**config.mk**
```make
export PLATFORM = sky130hd
export DESIGN_NAME = spi_controller
export DESIGN_NICKNAME = d
export VERILOG_FILES = /design/src/rtl/spi_controller.sv
export SDC_FILE = /design/constraint.sdc
export NUM_CORES = 1
export LEC_CHECK = 0
export ABC_AREA = 1
export BUFFER_PORTS_ARGS = -buffer_cell sky130_fd_sc_hd__buf_2
export CAP_MARGIN = 20
export CORE_UTILIZATION = 40
export CTS_CLUSTER_DIAMETER = 200
export DETAILED_ROUTE_END_ITERATION = 12
export PLACE_DENSITY_LB_ADDON = 0.1
export SKIP_LAST_GASP = 1
export SYNTH_ARGS = -nofsm -noshare
export SYNTH_HDL_FRONTEND = slang
export SYNTH_SLANG_ARGS = --single-unit
```
**constraint.sdc**
```tcl
create_clock -name clk -period 1.6 [get_ports clk]
set_input_delay 0.24 -clock clk [delete_from_list [all_inputs] [get_ports clk]]
set_output_delay 0.24 -clock clk [all_outputs]
set_load 0.03 [all_outputs]
```
**src/rtl/spi_controller.sv**
```systemverilog
// ---------------------------------------------------------------------------
// spi_controller
//   SPI master (mode 0) that sends one 16-bit frame {wr, addr[6:0], wdata[7:0]}
//   MSB first. nCS is held low for the 16 bits plus one trailing half-period.
//   nCS then stays high for at least CS_GAP cycles before the next frame.
//
//   Parameters
//     CLK_DIV : SCLK half-period in clk cycles (2..255)
//     CS_GAP  : minimum nCS-high cycles between frames (1..255)
//
//   Optional feature (macro SPI_CONTROLLER_READ_EN)
//     defined   : frame bit 15 = wr. cipo is sampled on each sclk rise
//                 for frame bits 7:0. rd_data is loaded at done of read frames.
//     undefined : frame bit 15 is forced to 1, cipo is ignored,
//                 and rd_data stays 8'h00.
//
//   Ports
//     clk, rst_n          : clock (rising edge), async active-low reset
//     start, wr, addr,    : frame request and contents. They are sampled only
//     wdata                 on the accept edge (start=1 while ready=1).
//     ready               : high only in IDLE
//     done                : one-cycle pulse in the first IDLE cycle after a frame
//     rd_data             : byte captured during the last read frame
//     sclk, ncs, copi     : SPI outputs (sclk idles low, ncs idles high)
//     cipo                : SPI input from the peripheral
//     dbg_state           : current FSM state (IDLE=0, SHIFT=1, TAIL=2, GAP=3)
//
//   Handshake: the request is accepted on the rising edge where start=1 and
//   ready=1. ready drops from the next cycle and returns with done, in the same
//   cycle. A new start in that cycle is accepted at once.
// ---------------------------------------------------------------------------
module spi_controller #(
    parameter int CLK_DIV = 4,
    parameter int CS_GAP  = 4
) (
    input  logic       clk,
    input  logic       rst_n,
    input  logic       start,
    input  logic       wr,
    input  logic [6:0] addr,
    input  logic [7:0] wdata,
    output logic       ready,
    output logic       done,
    output logic [7:0] rd_data,
    output logic       sclk,
    output logic       ncs,
    output logic       copi,
    input  logic       cipo,
    output logic [1:0] dbg_state
);

    localparam int DIV_W = $clog2(CLK_DIV + 1);
    localparam int GAP_W = $clog2(CS_GAP + 1);
    localparam logic [DIV_W-1:0] DIV_LAST = DIV_W'(CLK_DIV - 1);
    localparam logic [GAP_W-1:0] GAP_LAST = GAP_W'(CS_GAP - 1);

    typedef enum logic [1:0] {
        IDLE  = 2'd0,
        SHIFT = 2'd1,
        TAIL  = 2'd2,
        GAP   = 2'd3
    } state_t;

    state_t           state_q, state_d;
    logic [DIV_W-1:0] div_q, div_d;
    logic [4:0]       bit_q, bit_d;
    logic [GAP_W-1:0] gap_q, gap_d;
    logic [15:0]      sr_q, sr_d;
    logic             sclk_q, sclk_d;
    logic             ncs_q, ncs_d;
    logic             copi_q, copi_d;
    logic             done_q, done_d;
    logic             first_bit;
    logic [15:0]      frame_in;
    logic             unused_bits;

`ifdef SPI_CONTROLLER_READ_EN
    logic [7:0] rx_q, rx_d;
    logic [7:0] rd_q, rd_d;
    logic       rd_frame_q, rd_frame_d;

    assign first_bit   = wr;
    assign rd_data     = rd_q;
    // The MSB has already been copied to copi when the frame is accepted.
    assign unused_bits = sr_q[15];
`else
    assign first_bit   = 1'b1;
    assign rd_data     = 8'h00;
    assign unused_bits = ^{wr, cipo, sr_q[15]};
`endif

    assign frame_in  = {first_bit, addr, wdata};
    assign ready     = (state_q == IDLE);
    assign done      = done_q;
    assign sclk      = sclk_q;
    assign ncs       = ncs_q;
    assign copi      = copi_q;
    assign dbg_state = state_q;

    always_comb begin
        state_d = state_q;
        div_d   = div_q;
        bit_d   = bit_q;
        gap_d   = gap_q;
        sr_d    = sr_q;
        sclk_d  = sclk_q;
        ncs_d   = ncs_q;
        copi_d  = copi_q;
        done_d  = 1'b0;
`ifdef SPI_CONTROLLER_READ_EN
        rx_d       = rx_q;
        rd_d       = rd_q;
        rd_frame_d = rd_frame_q;
`endif
        case (state_q)
            IDLE: begin
                if (start) begin
                    state_d = SHIFT;
                    sr_d    = frame_in;
                    div_d   = '0;
                    bit_d   = 5'd0;
                    ncs_d   = 1'b0;
                    sclk_d  = 1'b0;
                    copi_d  = frame_in[15];
`ifdef SPI_CONTROLLER_READ_EN
                    rd_frame_d = ~wr;
`endif
                end
            end
            SHIFT: begin
                if (div_q == DIV_LAST) begin
                    div_d = '0;
                    if (!sclk_q) begin
                        // Rising edge: the peripheral's bit is stable now.
                        sclk_d = 1'b1;
`ifdef SPI_CONTROLLER_READ_EN
                        if (bit_q >= 5'd8) begin
                            rx_d = {rx_q[6:0], cipo};
                        end
`endif
                    end else begin
                        // Falling edge: advance to the next bit, or finish
                        // after the 16th bit.
                        sclk_d = 1'b0;
                        if (bit_q == 5'd15) begin
                            state_d = TAIL;
                        end else begin
                            bit_d  = bit_q + 5'd1;
                            sr_d   = {sr_q[14:0], 1'b0};
                            copi_d = sr_q[14];
                        end
                    end
                end else begin
                    div_d = div_q + DIV_W'(1);
                end
            end
            TAIL: begin
                if (div_q == DIV_LAST) begin
                    state_d = GAP;
                    div_d   = '0;
                    gap_d   = '0;
                    ncs_d   = 1'b1;
                    copi_d  = 1'b0;
                end else begin
                    div_d = div_q + DIV_W'(1);
                end
            end
            GAP: begin
                if (gap_q == GAP_LAST) begin
                    state_d = IDLE;
                    gap_d   = '0;
                    done_d  = 1'b1;
`ifdef SPI_CONTROLLER_READ_EN
                    if (rd_frame_q) begin
                        rd_d = rx_q;
                    end
`endif
                end else begin
                    gap_d = gap_q + GAP_W'(1);
                end
            end
            default: state_d = IDLE;
        endcase
    end

    always_ff @(posedge clk or negedge rst_n) begin
        if (!rst_n) begin
            state_q <= IDLE;
            div_q   <= '0;
            bit_q   <= 5'd0;
            gap_q   <= '0;
            sr_q    <= 16'h0000;
            sclk_q  <= 1'b0;
            ncs_q   <= 1'b1;
            copi_q  <= 1'b0;
            done_q  <= 1'b0;
`ifdef SPI_CONTROLLER_READ_EN
            rx_q       <= 8'h00;
            rd_q       <= 8'h00;
            rd_frame_q <= 1'b0;
`endif
        end else begin
            state_q <= state_d;
            div_q   <= div_d;
            bit_q   <= bit_d;
            gap_q   <= gap_d;
            sr_q    <= sr_d;
            sclk_q  <= sclk_d;
            ncs_q   <= ncs_d;
            copi_q  <= copi_d;
            done_q  <= done_d;
`ifdef SPI_CONTROLLER_READ_EN
            rx_q       <= rx_d;
            rd_q       <= rd_d;
            rd_frame_q <= rd_frame_d;
`endif
        end
    end

endmodule

```
==> qor.yml <==
status:
  outcome: "finished with violations"
  failing_checks: "negative setup slack"
run:
  drv_cap: 0
synthesis:
  synth_cell_type_count: 23
  ys_seq_elements: 32
  synth.area.top_cells: "sky130_fd_sc_hd__dfrtp_1 (44%), sky130_fd_sc_hd__nand2_1 (10%), sky130_fd_sc_hd__ha_1 (6.4%), sky130_fd_sc_hd__o21ai_1 (6.3%), sky130_fd_sc_hd__or2_2 (6.1%)"
  synth_seq_area_share: 0.458
  synth_warnings: 0
  avgSynthCellArea_um2: 8.19
  netlist.top_cell.by_area: "sky130_fd_sc_hd__dfrtp_1"
  syn-instance-count: 214
  post_synthesis_instance_area_um2: 1750
  yosysTopAreaCellShare: 0.443
min_path:
  hold_class: "in2reg"
power:
  p_clk_frac: 0.145
  part_of_the_total_power_dissipated_in_sequential_elements: 0.248
  sw_frac_of_total: 0.417
  power.density_nw_per_um2: 2210
  internal_power_mw: 3.09
  finalPower_mw: 5.30
  leakage_component_of_the_power_nw: 1.19
  vdd_ir_drop_max_mv: 1.06
  power.switching_mw: 2.21
  share_comb_of_total_power: 0.607
sta:
  skew_ns: 0.00951
  whs_ns: 0.222
  timing.fmax_mhz: 583
  finalCriticalPeriod_ns: 1.72
  rsz0062_at_grt: "yes"
  finalSetupViolations: 21
  setup-tns-final_ns: -1.75
  postLayoutSetupSlackWorst_ns: -0.115
  final_max_slew_viols: 0
  hold_violations: 0
  post-route-period-util: 1.07
cells_and_area:
  final_cell_count_no_fill: 317
  layout_utilization: 0.584
  syn_to_final_growth_pct: 37.0
  layout-drive-gt1-share: 0.419
  fin_nets: 295
  regArea_um2: 805
  fillers: 362
  multi_input_area_um2: 927
  diodes: 0
floorplan:
  starting_density_of_the_core: 0.426
  die_height_um: 68.2
  top_level_ports: 35
  core_um2: 4120
  die_extent_in_x_um: 68.2
  die_area_um2: 4650
  placementRows: 23
clocking:
  clock_path_buffers: 2
  clockRootBuffer: "sky130_fd_sc_hd__clkbuf_8"
  cts.sink_count: 32
  h_tree_lvls: 2
  insertion_delay_ns: 0.29
  cts_tree: "done"
  path_clk_slew_ns: 0.07
  tritoncts.num_buffers: 5
placed_design:
  dpl.hpwl_um: 2300
  gpl.final_weighted_congestion: 0.793
  placed_cells: 293
  port_buffers: 24
grt:
  grtUsageTotal: 0.195
  grt_max_degree: 33
  initial_antenna_violation_count: 0
  global_route_wire_length_before_repair_um: 6480
  grt_pass1_vias: 1435
  grt_overflow: 0
setup_path:
  worstSetupEndpointType: "register"
  arrival_ns: 1.93
  critPathMaxFanout: 10
  worstSetupStartpointType: "register"
  worstSetupPathType: "reg2reg"
  critical_path_required_ns: 1.82
routing:
  drt.antenna.violating_nets: 0
  vias_per_cell: 4.72
  postRouteWirelength_um: 3930
  wl_per_cell_um: 12.4
  dr.pass1.iters: 4
  drtIter0Drc: 80
  drc: 0
  num_vias: 1497
## kinds of logic after synthesis
kind of cell / after synthesis / share of synthesized area
AND/OR/NAND/NOR: 92 / 0.244
flip-flops: 32 / 0.458
buffers and inverters: 34 / 0.0992
adder cells (fa/ha/maj): 9 / 0.0642
other: 1 / 0.00214
AO/OA/AOI/OAI: 46 / 0.133
## cell usage after synthesis, drive strengths merged
cell type and count:
conb 1, a21oi 6, o21ai 39, clkbuf 1, nand3 9, inv 18, nand2 48, nand4 2
dfstp 1, ha 9, nor2 13, dfrtp 31, nand3b 1, or2 19, buf 15, o31ai 1
## cell type report
class                      count  share of cell area
clock inverter                 2              0.0146
inverter                      18              0.0281
tap                           50              0.0260
clock buffer                   6              0.0302
timing repair buffer          54               0.180
sequential                    32               0.335
multi-input combinational    155               0.386
## critical path: stages (launching register included)
cell and delay (ns):
sky130_fd_sc_hd__dfrtp_1 0.39, sky130_fd_sc_hd__ha_2 0.20, sky130_fd_sc_hd__nand2_2 0.07, sky130_fd_sc_hd__nor2_2 0.04
sky130_fd_sc_hd__ha_2 0.19, sky130_fd_sc_hd__nand2_2 0.07, sky130_fd_sc_hd__inv_2 0.05, sky130_fd_sc_hd__nor2_4 0.11
sky130_fd_sc_hd__nand3_4 0.11, sky130_fd_sc_hd__buf_12 0.16, sky130_fd_sc_hd__buf_16 0.14, sky130_fd_sc_hd__o21ai_4 0.13
## timing repair
action / CTS / global route
endpoints found under the setup margin: 20 / 25
hold buffers: 1 / 0
cloned: 3 / 0
pin swaps: 0 / 6
hold endpoints to repair: 31 / 0
resized for setup: 9 / 23
buffers inserted: 8 / 4
## layer usage
layer  track usage  wire, um  vias to the layer above
met3        0.0400        94                       12
met2         0.295      1780                       26
li1              -         -                      780
met1         0.255      1930                      679
met5             0         0                        -
met4         0.117       129                        0
## metrics by stage
| stage | setup slack [ns] | cell area [um^2] |
|---|---|---|
| finish | -0.115 | 2400 |
| CTS | -0.0664 | 2300 |
| detailed placement | -0.0618 | 1990 |
| floorplan | 0.0344 | 1800 |
| global route | -0.210 | 2400 |
| global placement | -0.0409 | 1990 |
## cells in the final DEF, fill, tap and decap left out, types with 7 or more instances in the layout
cell type	n
sky130_fd_sc_hd__buf_2	24
sky130_fd_sc_hd__dfrtp_1	29
sky130_fd_sc_hd__inv_1	15
sky130_fd_sc_hd__nand3_1	7
sky130_fd_sc_hd__buf_4	24
sky130_fd_sc_hd__or2_2	17
sky130_fd_sc_hd__o21ai_0	17
sky130_fd_sc_hd__nand2_1	45
sky130_fd_sc_hd__o21ai_1	10
sky130_fd_sc_hd__conb_1	8
sky130_fd_sc_hd__o21ai_2	11
sky130_fd_sc_hd__nor2_1	7
## flip-flops by register name (all words and copies together) (netlist names)
register	cells
div_q	3
done	1
ncs	1
gap_q	3
sclk	1
bit_q	5
sr_q	15
dbg_state	2
copi	1
## path summary, 6_finish.rpt
check | to | cells past startpoint | slack, ns | from
setup / recovery | sr_q[6] | 11 | -0.12 | bit_q[1]
setup reg to reg | sr_q[6] | 11 | -0.12 | bit_q[1]
hold / removal | sr_q[0] | 3 | 0.22 | wdata[0]
min in group asynchronous | gap_q[2] | 3 | 0.50 | rst_n
hold reg to reg | copi | 2 | 0.47 | copi
max in group asynchronous | dbg_state[1] | 3 | 0.77 | rst_n
## power by group through the flow
| stage | registers (mW) | clock network, mW | logic, mW |
|---|---|---|---|
| finish | 1.32 | 0.766 | 3.22 |
| global route | 1.34 | 0.824 | 3.57 |
| CTS | 1.31 | 0.784 | 2.95 |
| detailed placement | 1.32 | 0 | 2.28 |
| global placement | 1.31 | 0 | 2.27 |
| floorplan | 1.42 | 0 | 1.62 |
Note: power is estimated with default switching activity, not from simulation.
